--- config.mk ---
export PLATFORM = sky130hd
export DESIGN_NAME = spike_injector
export DESIGN_NICKNAME = d
export VERILOG_FILES = /design/src/rtl/n_core_pkg.sv /design/src/rtl/spike_injector.sv
export SDC_FILE = /design/constraint.sdc
export NUM_CORES = 1
export LEC_CHECK = 0
export CORE_AREA = 2 2 63 65
export CTS_CLUSTER_DIAMETER = 150
export DETAILED_ROUTE_END_ITERATION = 8
export DIE_AREA = 0 0 65 67
export PLACE_DENSITY = 0.79
export SYNTH_ARGS = -nofsm -noshare
export SYNTH_HDL_FRONTEND = slang
export SYNTH_SLANG_ARGS = --single-unit
--- constraint.sdc ---
create_clock -name clk_i -period 4.1 [get_ports clk_i]
set_input_delay 0.82 -clock clk_i [delete_from_list [all_inputs] [get_ports clk_i]]
set_output_delay 0.82 -clock clk_i [all_outputs]
set_load 0.03 [all_outputs]
--- src/rtl/n_core_pkg.sv ---
// Shared definitions for the n_core input path: event-word type codes and field layout.
package n_core_pkg;

    typedef enum logic [1:0] {
        EV_SPIKE = 2'b00,
        EV_EOT   = 2'b01,
        EV_EOS   = 2'b10,
        EV_RSVD  = 2'b11
    } ev_type_e;

    // Event word = {type, id}; the id occupies the low SPIKE_WIDTH bits.
    localparam int EV_TYPE_WIDTH = 2;
    localparam int EV_ID_LSB     = 0;

endpackage

--- src/rtl/spike_injector.sv ---
// Walks a spike-event list in a sync-read RAM and pushes spike IDs into n_core's input queue,
// one timestep at a time. Define SPIKE_INJECTOR_LOOP_EN to replay the stream forever.
module spike_injector
    import n_core_pkg::*;
#(
    parameter int SPIKE_WIDTH   = 4,
    parameter int EV_ADDR_WIDTH = 10,
    parameter int STEP_WIDTH    = 16
) (
    input  logic                     clk_i,
    input  logic                     rst_i,
    input  logic                     en_i,
    output logic [EV_ADDR_WIDTH-1:0] ev_adr_o,
    input  logic [SPIKE_WIDTH+1:0]   ev_dat_i,
    input  logic                     full_i,
    output logic                     wr_o,
    output logic [SPIKE_WIDTH-1:0]   wr_data_o,
    input  logic                     tick_i,
    output logic [STEP_WIDTH-1:0]    step_cnt_o,
    output logic                     busy_o,
    output logic                     done_o
);

    typedef enum logic [2:0] {
        S_IDLE,
        S_FETCH,
        S_DECODE,
        S_PUSH,
        S_WAIT_TICK,
        S_DONE
    } state_e;

    localparam logic [EV_ADDR_WIDTH-1:0] ADR_ONE  = 1;
    localparam logic [STEP_WIDTH-1:0]    STEP_ONE = 1;

    state_e                   state_q, state_d;
    logic [EV_ADDR_WIDTH-1:0] adr_q, adr_d;
    logic [STEP_WIDTH-1:0]    step_q, step_d;
    logic [SPIKE_WIDTH-1:0]   id_q, id_d;
    logic                     wr;
    ev_type_e                 ev_type;

    assign ev_type = ev_type_e'(ev_dat_i[SPIKE_WIDTH +: EV_TYPE_WIDTH]);

    // NOTE: every signal gets a default before the case, so no path leaves one unassigned
    // and no latch is inferred.
    always_comb begin
        state_d = state_q;
        adr_d   = adr_q;
        step_d  = step_q;
        id_d    = id_q;
        wr      = 1'b0;

        case (state_q)
            S_IDLE: begin
                adr_d  = '0;
                step_d = '0;
                if (en_i) state_d = S_FETCH;
            end
            S_FETCH: state_d = S_DECODE;
            S_DECODE: begin
                case (ev_type)
                    EV_SPIKE: begin
                        id_d    = ev_dat_i[EV_ID_LSB +: SPIKE_WIDTH];
                        state_d = S_PUSH;
                    end
                    EV_EOT: begin
                        adr_d   = adr_q + ADR_ONE;
                        state_d = S_WAIT_TICK;
                    end
                    default: begin
`ifdef SPIKE_INJECTOR_LOOP_EN
                        adr_d   = '0;
                        state_d = S_WAIT_TICK;
`else
                        state_d = S_DONE;
`endif
                    end
                endcase
            end
            S_PUSH: begin
                // The push completes on the edge where wr is high; a full queue simply stalls here.
                if (!full_i) begin
                    wr      = 1'b1;
                    adr_d   = adr_q + ADR_ONE;
                    state_d = S_FETCH;
                end
            end
            S_WAIT_TICK: begin
                if (tick_i) begin
                    step_d  = step_q + STEP_ONE;
                    state_d = S_FETCH;
                end
            end
            S_DONE:  state_d = S_DONE;
            default: state_d = S_IDLE;
        endcase

        // Dropping the enable aborts everything, including a push that would otherwise issue.
        if (!en_i) begin
            state_d = S_IDLE;
            adr_d   = '0;
            step_d  = '0;
            wr      = 1'b0;
        end
    end

    // NOTE: sequential state uses non-blocking assignments so every register samples the
    // pre-edge values of the others.
    always_ff @(posedge clk_i or negedge rst_i) begin
        if (!rst_i) begin
            state_q <= S_IDLE;
            adr_q   <= '0;
            step_q  <= '0;
            id_q    <= '0;
        end else begin
            state_q <= state_d;
            adr_q   <= adr_d;
            step_q  <= step_d;
            id_q    <= id_d;
        end
    end

    assign ev_adr_o   = adr_q;
    assign step_cnt_o = step_q;
    assign wr_o       = wr;
    assign wr_data_o  = (state_q == S_PUSH) ? id_q : '0;
    assign busy_o     = (state_q != S_IDLE) && (state_q != S_DONE);
`ifdef SPIKE_INJECTOR_LOOP_EN
    assign done_o     = 1'b0;
`else
    assign done_o     = (state_q == S_DONE);
`endif

endmodule

==> results of run 1 <==
-- worst max-delay path: stages --
cell and delay, ns:
clkdlybuf4s50_1 0.45, buf_4 0.18, and4b_1 0.21, clkdlybuf4s50_1 0.68
-- cell families after synthesis --
| group | synth area share |
|---|---|
| simple gates | 0.292 |
| compound gates | 0.174 |
| flops | 0.440 |
| buf+inv | 0.0354 |
| mux | 0.0407 |
| fa+ha+maj | 0.0133 |
| xor+xnor | 0.00467 |
-- power by group --
group          leakage, uW  internal [uW]  switching, uW
clock            0.0000574            198            129
combinational     0.000471           49.5           63.8
sequential        0.000452            345           18.3
total             0.000981            592            211
-- how the worst min path moves through the flow --
stage / startpoint / end / cells past startpoint / slack [ns]
after global routing: id_q[0] / id_q[0] / 1 / 0.51
after floorplan: id_q[0] / id_q[0] / 1 / 0.47
after CTS: id_q[3] / id_q[3] / 1 / 0.50
after global placement: id_q[3] / id_q[3] / 1 / 0.48
final: id_q[3] / id_q[3] / 1 / 0.50
after detailed placement: id_q[3] / id_q[3] / 1 / 0.49
-- flip-flops by register name (all words and copies together), names as in the netlist --
signal,cells
state_q,3
step_cnt_o,16
ev_adr_o,10
id_q,4
-- through the flow --
stage,cell area (sq um),instances,setup WS (ns),utilization
6_report,2460,299,0.937,0.683
5_1_grt,2460,299,0.871,0.683
4_1_cts,2460,299,0.936,0.683
3_5_place_dp,2340,291,0.939,0.649
3_3_place_gp,2340,291,0.941,0.649
2_1_floorplan,1880,207,1.77,-
-- synthesized netlist by cell type (6+ instances only) --
master and count:
clkbuf_1 7, o21ai_0 14, o211ai_1 6, nor2_1 6, or3_1 10, nand3_1 13
and3_1 10, nand4_1 7, nand2_1 20, a21oi_1 12, dfrtp_1 33
-- area by class of cell --
class                   count  area share
repair buffers             46       0.184
clock inverters             2      0.0153
multi-input cells         159       0.400
clock buffers               6      0.0336
flip-flops and latches     33       0.336
well taps                  48      0.0244
inverters                   5     0.00763
-- routing by layer --
| layer | global-route usage | vias up | wire, um |
|---|---|---|---|
| met3 | 0.0405 | 7 | 180 |
| met2 | 0.380 | 48 | 2130 |
| li1 | - | 857 | - |
| met4 | 0.0718 | 0 | 63 |
| met1 | 0.289 | 828 | 2070 |
| met5 | 0 | - | 0 |
==> metrics, run 1 <==
gpl congestion=0.789; Peak VDD IR=0.217 mV; CP Capture Type=output pin; period utilization=0.771; ant diodes=0; worst skew pair latency=0.30 ns; post-CTS setup buffers=0; DRT Wirelength=4440 um; most common cell after layout, fill and taps aside=clkdlybuf4s50_1; multi-input logic area=983 sq um; worst clock skew=0.00684 ns; ys async rst share=1.00; IO Pins=44; unrepaired setup endpoints after global routing=false; HPWL Detailed=3050 um; CTS tree=yes; die width=65 um; Slew Viols, Final=0; reg2reg start=state_q[0]; Hold Slack=0.500 ns; clk buf depth=2; Final Hold Vio Count=0; Worst Path Max Fanout=16; CTS Buf Count=5; EDFF count, synth=0; Reg-to-Reg End=step_cnt_o[9]; Synth Flop Type=dfrtp_1; DRT iter0 DRCs=147; final setup fails=0; leakage power=0.000981 uW; crit path DAT=2.34 ns; Cell variety after synth=44; Peak Freq=316 MHz; post-synth top area share=0.440; Synthesized Nets=220; synth top area cells=dfrtp_1 (44%), nand2_1 (4.0%), o21ai_0 (3.7%), nand3_1 (3.5%), and3_1 (3.3%); max cap viols=0; GRT Total Usage=0.224; number of port buffers=43; Worst Max-Slew Pin Slew=0.979 ns; post-synthesis sequential area ratio=0.440; total chip power=803 uW; yosys warns=0; Starting Density=0.520; DR vias=1740; H-tree depth=2; Filler Cells Inserted=308; Final Net Count=263; crit path from=en_i; first-pass GRT wire length=7550 um; CTS Root Cell=clkbuf_8; DR pass1 iterations=4; syn_area_per_cell=9.06 sq um; CTS sink count=33; share of layout cells above drive strength 1=0.0677; P&R area growth vs syn=31.2%; global route overflow=0; Final min period=3.16 ns; DIE HEIGHT=67 um; num rows=22; # hold bufs at CTS=0; area leader, netlist=dfrtp_1; Yosys reg bits=33; average wire per standard cell=14.9 um; status=finished clean; mapped cell area=0.00188 sq mm; clock slew at reported path FFs=0.07 ns; FF-to-FF setup slack=1.89 ns; vias in the first global route=1607; Setup TNS=0 ns; Cells after Synth=207; commonest non-fill, non-tap cells in the layout=clkdlybuf4s50_1 (43), dfrtp_1 (33), nand2_1 (20), o21ai_0 (14), nand3_1 (13); worst hold path class=register to register; Worst Reg-to-Reg Cells=4; die area=0.00436 sq mm; Post-DRT Antenna Nets=0; core box area=0.00361 sq mm; Worst setup SP type=primary input; CP endpoint=wr_o; P per Cell Area=326 mW/mm^2; largest net degree at the start of global routing=34; max_slew headroom=0.342; Vias/cell=5.82; critical path required time=3.28 ns; FF/Latch Area=826 sq um; cts repair resizes=0; initial antenna violation count=0; drt drc=0; WS Path Type=primary input to output pin
Power figures use the tool's default switching activity.
==> inputs of run 2 (changes only) <==
CORE_AREA = 2 2 65 67   (was 2 2 63 65)
DIE_AREA = 0 0 67 69   (was 0 0 65 67)
PLACE_DENSITY = 0.74   (was 0.79)
clock period = 3 ns   (was 4.1 ns; I/O delays follow)
==> run 2 against run 1 <==
Utilization is 5.9 points lower. Sequential share of layout area is 0.31 points higher. Via count is 0.69% higher. Global-route usage is 1.9 points lower. Clock power is 1% lower. Clock skew is 0.0023 ns lower. Cell area is 0.92% lower. Total power is 21% higher. Combinational power is 37% higher. Largest cell class unchanged.
==> metrics, run 2 (synthesis gave the netlist of run 1 again) <==
status=finished clean; die width=67 um (+3.1%); most common cell after layout, fill and taps aside=clkdlybuf4s50_1; Starting Density=0.479 (-0.0409); ant diodes=0 (unchanged); CP Capture Type=output pin; IO Pins=44 (unchanged); clock slew at reported path FFs=0.07 ns (about the same); # hold bufs at CTS=0 (unchanged); Pint=705 uW (+19%); worst hold path class=register to register; H-tree depth=2 (unchanged); number of port buffers=43 (unchanged); met3 GRT Util=0.0587 (+0.0182); Vias/cell=5.78 (-0.64%); Switching Fraction=0.275 (+0.0112); commonest non-fill, non-tap cells in the layout=clkdlybuf4s50_1 (43), dfrtp_1 (33), nand2_1 (20), o21ai_0 (14), nand3_1 (13); Final Util=0.623 (-0.0594); CTS sink count=33 (unchanged); period utilization=0.952; Final Net Count=265 (+0.76%); Cell Chain, Critical Path=nor2b_1, and4b_1, clkdlybuf4s50_1; first-pass GRT wire length=7390 um (-2.1%); leakage power=0.000974 uW (-0.72%); slowest cell on the critical path=clkdlybuf4s50_1; Final Non-Filler Cells=303 (+1.3%); unrepaired setup endpoints after global routing=false; final setup fails=0 (unchanged); Worst setup SP type=register; vias in the first global route=1616 (+0.56%); DIE HEIGHT=69 um (+3.0%); Setup TNS=0 ns (unchanged); Sw Pwr=267 uW (+26%); worst skew pair latency=0.28 ns (-0.02 ns); GR Util met2=0.292 (-0.0886); Hold Slack=0.498 ns (-0.00270 ns); WS Path Type=register to output pin; global route overflow=0 (unchanged); Worst Path Max Fanout=12 (-4); Worst Max-Slew Pin Slew=0.763 ns (-0.216 ns); HPWL Detailed=2990 um (-1.9%); largest net degree at the start of global routing=34 (unchanged); Seq pwr share=0.507 (+0.055); CTS Root Cell=clkbuf_8; M1 GR Usage=0.289 (-0.000524); drt drc=0 (unchanged); Inst Count DP=295 (+1.4%); critical path required time=2.40 ns (-0.88 ns); Slew Viols, Final=0 (unchanged); P&R area growth vs syn=30.0%; initial antenna violation count=0 (unchanged); CP max stage delay=0.67 ns (about the same); Clock power frac=0.333 (-0.074); cts repair resizes=0 (unchanged); Peak VDD IR=0.349 mV (+61%); crit path DAT=2.26 ns (-0.08 ns); P per Cell Area=398 mW/mm^2 (+22%); clk buf depth=2 (unchanged); share of layout cells above drive strength 1=0.0632 (-0.00449); average wire per standard cell=14.3 um (-4.0%); gpl congestion=0.778 (-1.4%); max_slew headroom=0.488 (+0.146); GRT Total Usage=0.205 (-0.0191); worst clock skew=0.00451 ns (-0.00233 ns); combinational power share=0.160 (+0.019); number of flip-flops in the largest register=16 (unchanged); CTS Buf Count=5 (unchanged); max cap viols=0 (unchanged); num rows=23 (+4.5%); post-CTS setup buffers=0 (unchanged); DR pass1 iterations=4 (unchanged); DRT Wirelength=4320 um (-2.7%); Peak Freq=350 MHz; gr busiest metal=met2; core box area=0.00391 sq mm (+8.5%); Final Hold Vio Count=0 (unchanged); DR vias=1752 (+0.69%); Final min period=2.86 ns; CTS tree=yes; die area=0.00462 sq mm (+6.2%); Post-DRT Antenna Nets=0 (unchanged); DRT iter0 DRCs=156 (+6.1%)
[run 2: per-layer routing]
metal / wire length [um] / vias to the layer above / part of all wire
li1: - / 862 / -
met1: 2020 / 840 / 0.47
met2: 1980 / 45 / 0.46
met3: 249 / 5 / 0.058
met4: 70 / 0 / 0.016
met5: 0 / - / 0
[run 2: path summary, 6_finish.rpt]
check	cells past startpoint	slack [ns]	end	start
min reg2reg	1	0.50	id_q[2]	id_q[2]
max	3	0.14	wr_o	state_q[1]
max reg2reg	4	0.78	step_cnt_o[9]	state_q[0]
min	1	0.50	id_q[2]	id_q[2]
min in group asynchronous	2	0.72	ev_adr_o[5]	rst_i
max in group asynchronous	2	1.97	step_cnt_o[11]	rst_i
[run 2: stage by stage]
step           cell area (sq um)  worst slack (ns)  total power [uW]
2_1_floorplan               1880             0.892               601
3_3_place_gp                2360             0.424               654
3_5_place_dp                2360             0.404               658
4_1_cts                     2440             0.144               980
5_1_grt                     2440            0.0346              1020
6_report                    2440             0.143               971
[run 2: worst max-delay path, delay by kind of cell (launching register included)]
kind          cells  cell delay [ns]
buf+inv           1             0.67
flops             1             0.51
simple gates      2             0.79
[run 2: cell type report]
| type | count | area (sq um) |
|---|---|---|
| fillers | 333 | 1480 |
| multi-input cells | 159 | 983 |
| flip-flops and latches | 33 | 826 |
| repair buffers | 48 | 468 |
| clock buffers | 8 | 80.1 |
| well taps | 50 | 62.6 |
| inverters | 5 | 18.8 |
[run 2: power by group through the flow]
stage | logic, uW | registers [uW] | clock network, uW
after floorplan | 109 | 492 | 0
after global placement | 154 | 500 | 0
after global routing | 172 | 497 | 350
after detailed placement | 157 | 501 | 0
after CTS | 157 | 493 | 330
final | 155 | 493 | 323
==> inputs of run 3 (changes only) <==
GPL_ROUTABILITY_DRIVEN = 0   (was not set)
PLACE_DENSITY = 0.77   (was 0.74)
==> run 3 against run 2 <==
Sequential share of layout area is 0.087 points lower. Critical endpoint unchanged. Critical path type unchanged. Combinational power hardly changed. Highest routed layer unchanged. Largest cell class unchanged. Global-route usage is 0.099 points lower. First-iteration DRC count is 21% lower.
==> metrics, run 3 (synthesis gave the netlist of run 1 again) <==
CTS tree=yes; unrepaired setup endpoints after global routing=false; Worst Path Max Fanout=12 (unchanged); ant diodes=0 (unchanged); drt drc=0 (unchanged); initial antenna violation count=0 (unchanged); Final Util=0.625 (+0.00160); DR pass1 iterations=4 (unchanged); DRT Wirelength=4310 um (-0.28%); Slew Viols, Final=0 (unchanged); commonest non-fill, non-tap cells in the layout=clkdlybuf4s50_1 (43), dfrtp_1 (33), nand2_1 (20), o21ai_0 (14), nand3_1 (13); share of layout cells above drive strength 1=0.0675 (+0.00422); P per Cell Area=406 mW/mm^2 (+1.9%); Post-DRT Antenna Nets=0 (unchanged); DRT met1 WL=2050 um (+1.7%); Vias/cell=5.82 (+0.67%); WS Path Type=register to output pin; clock slew at reported path FFs=0.06 ns (about the same); clk buf depth=2 (unchanged); Peak VDD IR=0.290 mV (-17%); Starting Density=0.479 (unchanged); Final min period=2.81 ns (-0.0465 ns); worst skew pair latency=0.29 ns (about the same); DR vias=1758 (+0.34%); Final Hold Vio Count=0 (unchanged); Hold Crit Depth=1 (unchanged); Peak Freq=356 MHz (+1.7%); most common cell after layout, fill and taps aside=clkdlybuf4s50_1; final setup fails=0 (unchanged); P&R area growth vs syn=30.4%; CTS Root Cell=clkbuf_8; met2 wire length=1980 um (about the same); GRT Total Usage=0.204 (-0.000988); HPWL Detailed=3050 um (+1.8%); cts repair resizes=0 (unchanged); DRT iter0 DRCs=124 (-21%); die width=67 um (unchanged); IO Pins=44 (unchanged); core box area=0.00391 sq mm (unchanged); global route overflow=0 (unchanged); max_slew headroom=0.468 (-0.0205); Worst setup SP type=register; critical path required time=2.40 ns (about the same); Final Non-Filler Cells=302 (-0.33%); worst hold path class=register to register; die area=0.00462 sq mm (unchanged); leakage power=0.000979 uW (+0.50%); Final Net Count=265 (unchanged); CP Capture Type=output pin; DIE HEIGHT=69 um (unchanged); average wire per standard cell=14.3 um (about the same); DP Area=0.00236 sq mm (unchanged); WL met3=202 um (-19%); Worst Max-Slew Pin Slew=0.793 ns (+0.0306 ns); largest net degree at the start of global routing=34 (unchanged); # hold bufs at CTS=0 (unchanged); Worst Reg-to-Reg Cells=4 (unchanged); crit path DAT=2.21 ns (-0.05 ns); Setup TNS=0 ns (unchanged); period utilization=0.937 (-0.0155); CTS sink count=33 (unchanged); first-pass GRT wire length=7360 um (-0.46%); number of flip-flops in the largest register=16 (unchanged); num rows=23 (unchanged); vias in the first global route=1627 (+0.68%); CTS Buf Count=5 (unchanged); worst clock skew=0.00502 ns (+0.000512 ns); max cap viols=0 (unchanged); final instance area=0.00244 sq mm (+0.26%); H-tree depth=2 (unchanged); post-CTS setup buffers=0 (unchanged); Inst Count DP=295 (unchanged); Top Metal Used=met4; status=finished clean; Hold Slack=0.508 ns (+0.0101 ns); number of port buffers=43 (unchanged)
[run 3: final cells by class]
class                      count  area, sq um
fill                         362         1470
multi-input combinational    159          983
clock buffer                   7         86.3
sequential                    33          826
tap                           50         62.6
timing repair buffer          48          468
inverter                       5         18.8
[run 3: metrics by stage]
| stage | setup slack, ns | power [uW] |
|---|---|---|
| after CTS | 0.182 | 1000 |
| after floorplan | 0.892 | 601 |
| after detailed placement | 0.403 | 660 |
| final | 0.189 | 992 |
| after global placement | 0.420 | 654 |
| after global routing | 0.0531 | 1040 |
[run 3: worst max-delay path: stages (launching register included)]
cell and delay (ns):
dfrtp_1 0.50, nor2b_1 0.47, and4b_1 0.27, clkdlybuf4s50_1 0.67
[run 3: path summary, 6_finish.rpt]
path / from / to / slack (ns)
hold reg to reg: id_q[3] / id_q[3] / 0.51
setup / recovery: state_q[1] / wr_o / 0.19
hold / removal: id_q[3] / id_q[3] / 0.51
setup reg to reg: state_q[0] / step_cnt_o[9] / 0.82
min in group asynchronous: rst_i / step_cnt_o[13] / 0.72
max in group asynchronous: rst_i / step_cnt_o[2] / 1.97
[run 3: routing by layer]
metal | global-route usage | up-vias
met5 | 0 | -
met4 | 0.0907 | 0
li1 | - | 856
met3 | 0.0457 | 8
met1 | 0.293 | 842
met2 | 0.292 | 52
[run 3: report_power, final]
| part | internal (uW) | total (uW) | switching, uW |
|---|---|---|---|
| Sequential | 471 | 495 | 23.5 |
| Combinational | 68.8 | 156 | 86.9 |
| Clock | 182 | 342 | 160 |
==> patch 1: new RTL, settings of run 3 <==
Encoding of `state_e`: now one-hot (6 bits for 6 states).
--- a/src/rtl/spike_injector.sv
+++ b/src/rtl/spike_injector.sv
@@ -21,13 +21,13 @@
     output logic                     done_o
 );
 
-    typedef enum logic [2:0] {
-        S_IDLE,
-        S_FETCH,
-        S_DECODE,
-        S_PUSH,
-        S_WAIT_TICK,
-        S_DONE
+    typedef enum logic [5:0] {
+        S_IDLE      = 6'b000001,
+        S_FETCH     = 6'b000010,
+        S_DECODE    = 6'b000100,
+        S_PUSH      = 6'b001000,
+        S_WAIT_TICK = 6'b010000,
+        S_DONE      = 6'b100000
     } state_e;
 
     localparam logic [EV_ADDR_WIDTH-1:0] ADR_ONE  = 1;
Check against the original RTL: no difference found for any inputs over 10 cycles, from zero or initial values and one cycle with rst_i low; not proved beyond that.
==> patch 1 against run 3 <==
Non-clock buffer count is 3 higher. Final area rose by 11%. Combinational power grew 77%. Area after synthesis rose by 12%. Sequential power rose by 12%. Worst setup slack improved by 0.033 ns. Total power up 22%. Sequential share of layout area down 0.52 points. Utilization grew 6.8 points. Sequential cell count grew 3. Synthesized cell count grew 5.8%. Routed wire length is 18% higher. Highest routed layer unchanged.
==> patch 1: results (changes against run 3) <==
| Metric | Value |
|---|---|
| First-pass GRT wire length | 8820 um (was 7360 um) |
| Post-synth net total | 232 (was 220) |
| Placed cells | 312 (was 295) |
| Final worst path period share | 92.6% (was 93.7%) |
| Hold_sp | ev_adr_o[9] (was id_q[3]) |
| Outcome | complete, no violations (unchanged) |
| Worst-margin pin slew | 0.590 ns (was 0.793 ns) |
| Met3 WL post-DR | 278 um (was 202 um) |
| Avg Synthesized Cell Area | 9.56 um^2 (was 9.06 um^2) |
| Worst Hold End | ev_adr_o[9] (was id_q[3]) |
| Post-place setup slack | 0.281 ns (was 0.403 ns) |
| Largest net degree at the start of global routing | 37 (was 34) |
| Top post-synthesis cells by area | dfrtp_1 (42%), nand3_1 (4.3%), and3_1 (3.3%), nand2_1 (2.9%), or4_1 (2.9%) (was dfrtp_1 (44%), nand2_1 (4.0%), o21ai_0 (3.7%), nand3_1 (3.5%), and3_1 (3.3%)) |
| Layout Nets | 282 (was 265) |
| Synth Area in Compound Gates | 18.8% (was 17.4%) |
| Peak supply drop | 0.000386 V (was 0.000290 V) |
| GR Util met2 | 38.4% (was 29.2%) |
| Grt met1 use | 32.1% (was 29.3%) |
| Drt pass-1 iters | 4 (unchanged) |
| DRT Wirelength | 5100 um (was 4310 um) |
| HPWL after DPL | 3580 um (was 3050 um) |
| Post-DP Area | 2610 um^2 (was 2360 um^2) |
| Synth Area in Adders | 1.20% (was 1.33%) |
| Metal2 WL | 2500 um (was 1980 um) |
| Post-synthesis mux area share | 4.06% (was 4.07%) |
| R2R Path Start | state_q[5] (was state_q[0]) |
| CP endpoint | done_o (was wr_o) |
| Internal reg-to-reg setup slack | 0.77 ns (was 0.82 ns) |
| Non-filler cells, final | 320 (was 302) |
| Crit. Startpoint | state_q[2] (was state_q[1]) |
| Crit path arrival time | 2.18 ns (was 2.21 ns) |
| Synth cell types | 54 (was 44) |
| Sequential area share after synthesis | 43.1% (was 44.0%) |
| # fillers | 334 (was 362) |
| XOR/XNOR Fraction of Synth Area | 2.09% (was 0.467%) |
| Share of layout cells above drive strength 1 | 12.6% (was 6.75%) |
| Vias | 1984 (was 1758) |
| Crit Path Max Fanout | 9 (was 12) |
==> patch 1: cell count changes after synthesis, sizes merged, moves of 4 or more <==
cell / change
nand3: +5
or4: +4
or3: -9
a31oi: +9
o21ai: -10
a21boi: -5
and2: -4
nor3: +4
inv: +4
nor4: +4
nand2: -4
==> patch 1: area by class of cell <==
class / instances / area [um^2] / share of cell area [%]
multi-input cells: 167 / 1130 / 41.7
flip-flops and latches: 36 / 902 / 33.3
repair buffers: 51 / 488 / 18.0
clock buffers: 8 / 100 / 3.69
well taps: 50 / 62.6 / 2.31
inverters: 8 / 30.0 / 1.11
==> patch 1: where the power goes <==
group	internal (mW)	switching [mW]	leakage, nW	total, mW
Clock	0.210	0.174	0.0515	0.384
Sequential	0.512	0.0412	0.498	0.553
Combinational	0.122	0.155	0.564	0.276
Total	0.843	0.370	1.11	1.21
==> patch 1: kinds of logic after synthesis <==
group,Yosys count
and+or+nand+nor,98
AOI/OAI and AO/OA,54
DFF,36
buffers and inverters,16
muxes,8
xor gates and xnor gates,5
adders and majority gates,2
==> patch 2: new RTL, flow settings as in run 3 <==
Made on the original files. Set the parameter `EV_ADDR_WIDTH` to 8 (it was 10).
--- a/src/rtl/spike_injector.sv
+++ b/src/rtl/spike_injector.sv
@@ -4,7 +4,7 @@
     import n_core_pkg::*;
 #(
     parameter int SPIKE_WIDTH   = 4,
-    parameter int EV_ADDR_WIDTH = 10,
+    parameter int EV_ADDR_WIDTH = 8,
     parameter int STEP_WIDTH    = 16
 ) (
     input  logic                     clk_i,
Ports: changed (resized ev_adr_o); port bits go from 44 to 42. The function was not compared with the original's and may differ.
==> patch 2 against run 3 <==
Synthesized cell count fell by 5.3%. Clock skew is 0.0015 ns lower. Routed wire length rose by 2.1%. Sequential cell count fell by 2. Final area shrank 2.3%. Worst setup slack improved by 0.11 ns. Area after synthesis down 3.2%. Count of clock-buffer cells in the layout is 1 higher. First-iteration DRC count is 40% higher. Non-clock buffer count is 2 lower. Critical endpoint unchanged.
Power is not compared: it rests on default switching activity, and its combinational part moved more than twofold at a synthesized area within 25%.
==> patch 2: results (changes against run 3) <==
| Metric | Value |
|---|---|
| # diodes | 0 (unchanged) |
| Synth warn | 0 (unchanged) |
| Crit Path Max Fanout | 3 (was 12) |
| # fillers | 369 (was 362) |
| Hold_sp | id_q[0] (was id_q[3]) |
| Metal-1 WL | 2010 um (was 2050 um) |
| Worst Reg-to-Reg Cells | 4 (unchanged) |
| First-pass GRT wire length | 7480 um (was 7360 um) |
| Slew Viols, Final | 0 (unchanged) |
| Sequential area share after synthesis | 42.7% (was 44.0%) |
| Post CTS Setup Buffer Count | 0 (unchanged) |
| Worst Hold Depth | 1 (unchanged) |
| CTS resizes | 0 (unchanged) |
| Clock transition at path regs | 0.06 ns (about the same) |
| Synth Area in Adders | 1.38% (was 1.33%) |
| Worst Hold Class | reg -> reg (unchanged) |
| Post-synthesis mux area share | 5.38% (was 4.07%) |
| Synth cell types | 43 (was 44) |
| Internal reg-to-reg setup slack | 1.10 ns (was 0.82 ns) |
| Crit path arrival time | 2.10 ns (was 2.21 ns) |
| Drt via density | 5.84 (was 5.82) |
| Outcome | complete, no violations (unchanged) |
| Top post-synthesis cells by area | dfrtp_1 (43%), nand2_1 (3.7%), mux2_2 (3.7%), nand3_1 (3.6%), o21ai_0 (3.6%) (was dfrtp_1 (44%), nand2_1 (4.0%), o21ai_0 (3.7%), nand3_1 (3.5%), and3_1 (3.3%)) |
| Drt initial violations | 173 (was 124) |
| Peak supply drop | 0.000403 V |
| Total GRT Usage | 20.9% (was 20.4%) |
| Met3 WL post-DR | 270 um (was 202 um) |
| Synth cell count leaders | dfrtp_1 (31), nand2_1 (18), nand3_1 (13), o21ai_0 (13), a21oi_1 (10) (was dfrtp_1 (33), nand2_1 (20), o21ai_0 (14)) |
| Port bufs | 41 (was 43) |
| Layout Nets | 254 (was 265) |
| Max-Slew Margin vs Limit | 42.0% (was 46.8%) |
| Clk_skew | 0.00356 ns (was 0.00502 ns) |
| DRT Wirelength | 4400 um (was 4310 um) |
| XOR/XNOR Fraction of Synth Area | 0.482% (was 0.467%) |
| Initial antenna violation count | 0 (unchanged) |
| Largest net degree at the start of global routing | 32 (was 34) |
| Worst skew pair latency | 0.29 ns (about the same) |
| Share of layout cells above drive strength 1 | 7.85% (was 6.75%) |
| HPWL after DPL | 3020 um (was 3050 um) |
| Most common cell after layout, fill and taps aside | clkdlybuf4s50_1 (unchanged) |
| Post-place setup slack | 0.308 ns (was 0.403 ns) |
| Metal2 WL | 2070 um (was 1980 um) |
| Synth Area in Compound Gates | 22.8% (was 17.4%) |
| Fin. Hold Viols | 0 (unchanged) |
| Vias in the first global route | 1613 (was 1627) |
| Post-synth net total | 209 (was 220) |
| Worst Hold End | id_q[0] (was id_q[3]) |
-- patch 2: cell type report --
cell class              count  share of cell area, %
repair buffers             46                   18.7
multi-input cells         153                   41.4
well taps                  50                   2.62
clock buffers               8                   4.19
flip-flops and latches     31                   32.5
inverters                   4                  0.628
-- patch 2: logic make-up after synthesis --
| family | count (synthesis) |
|---|---|
| AND/OR/NAND/NOR | 80 |
| AO/OA/AOI/OAI | 61 |
| flip-flops | 31 |
| buffers and inverters | 12 |
| multiplexers | 9 |
| adder cells (fa/ha/maj) | 2 |
| XOR/XNOR | 1 |
-- patch 2: stage by stage --
step | hold WS [ns] | instance area, um^2 | std cells | util, % | power, mW
after floorplan | 0.304 | 1820 | 196 | - | 0.765
after global placement | 0.482 | 2290 | 284 | 58.5 | 0.880
after detailed placement | 0.488 | 2290 | 284 | 58.5 | 0.884
after CTS | 0.503 | 2390 | 292 | 61.1 | 1.26
after global routing | 0.518 | 2390 | 292 | 61.1 | 1.33
final | 0.504 | 2390 | 292 | 61.1 | 1.25
-- patch 2: worst max path at each step --
stage                       to  cells after the start  slack [ns]  startpoint
after floorplan           wr_o                      3        0.75        en_i
after global placement    wr_o                      4        0.31        en_i
after detailed placement  wr_o                      4        0.31        en_i
after CTS                 wr_o                      5        0.28  state_q[2]
after global routing      wr_o                      5        0.16  state_q[2]
final                     wr_o                      4        0.30        en_i
-- patch 2: worst max-delay path, stage by stage --
cell             delay (ns)
clkdlybuf4s50_1        0.50
inv_1                  0.09
nor3_1                 0.20
clkdlybuf4s50_1        0.70
-- patch 2: metal layers --
layer / up-vias / GRT usage [%]
met2: 59 / 31.8
met4: 0 / 7.26
met3: 4 / 6.04
li1: 844 / -
met5: - / 0
met1: 799 / 28.0
-- patch 2: where the power goes --
group	switching [mW]	internal, mW	leakage [nW]	total [mW]
Combinational	0.202	0.164	0.512	0.366
Clock	0.164	0.209	0.0515	0.374
Sequential	0.0541	0.457	0.425	0.511
Total	0.420	0.830	0.988	1.25
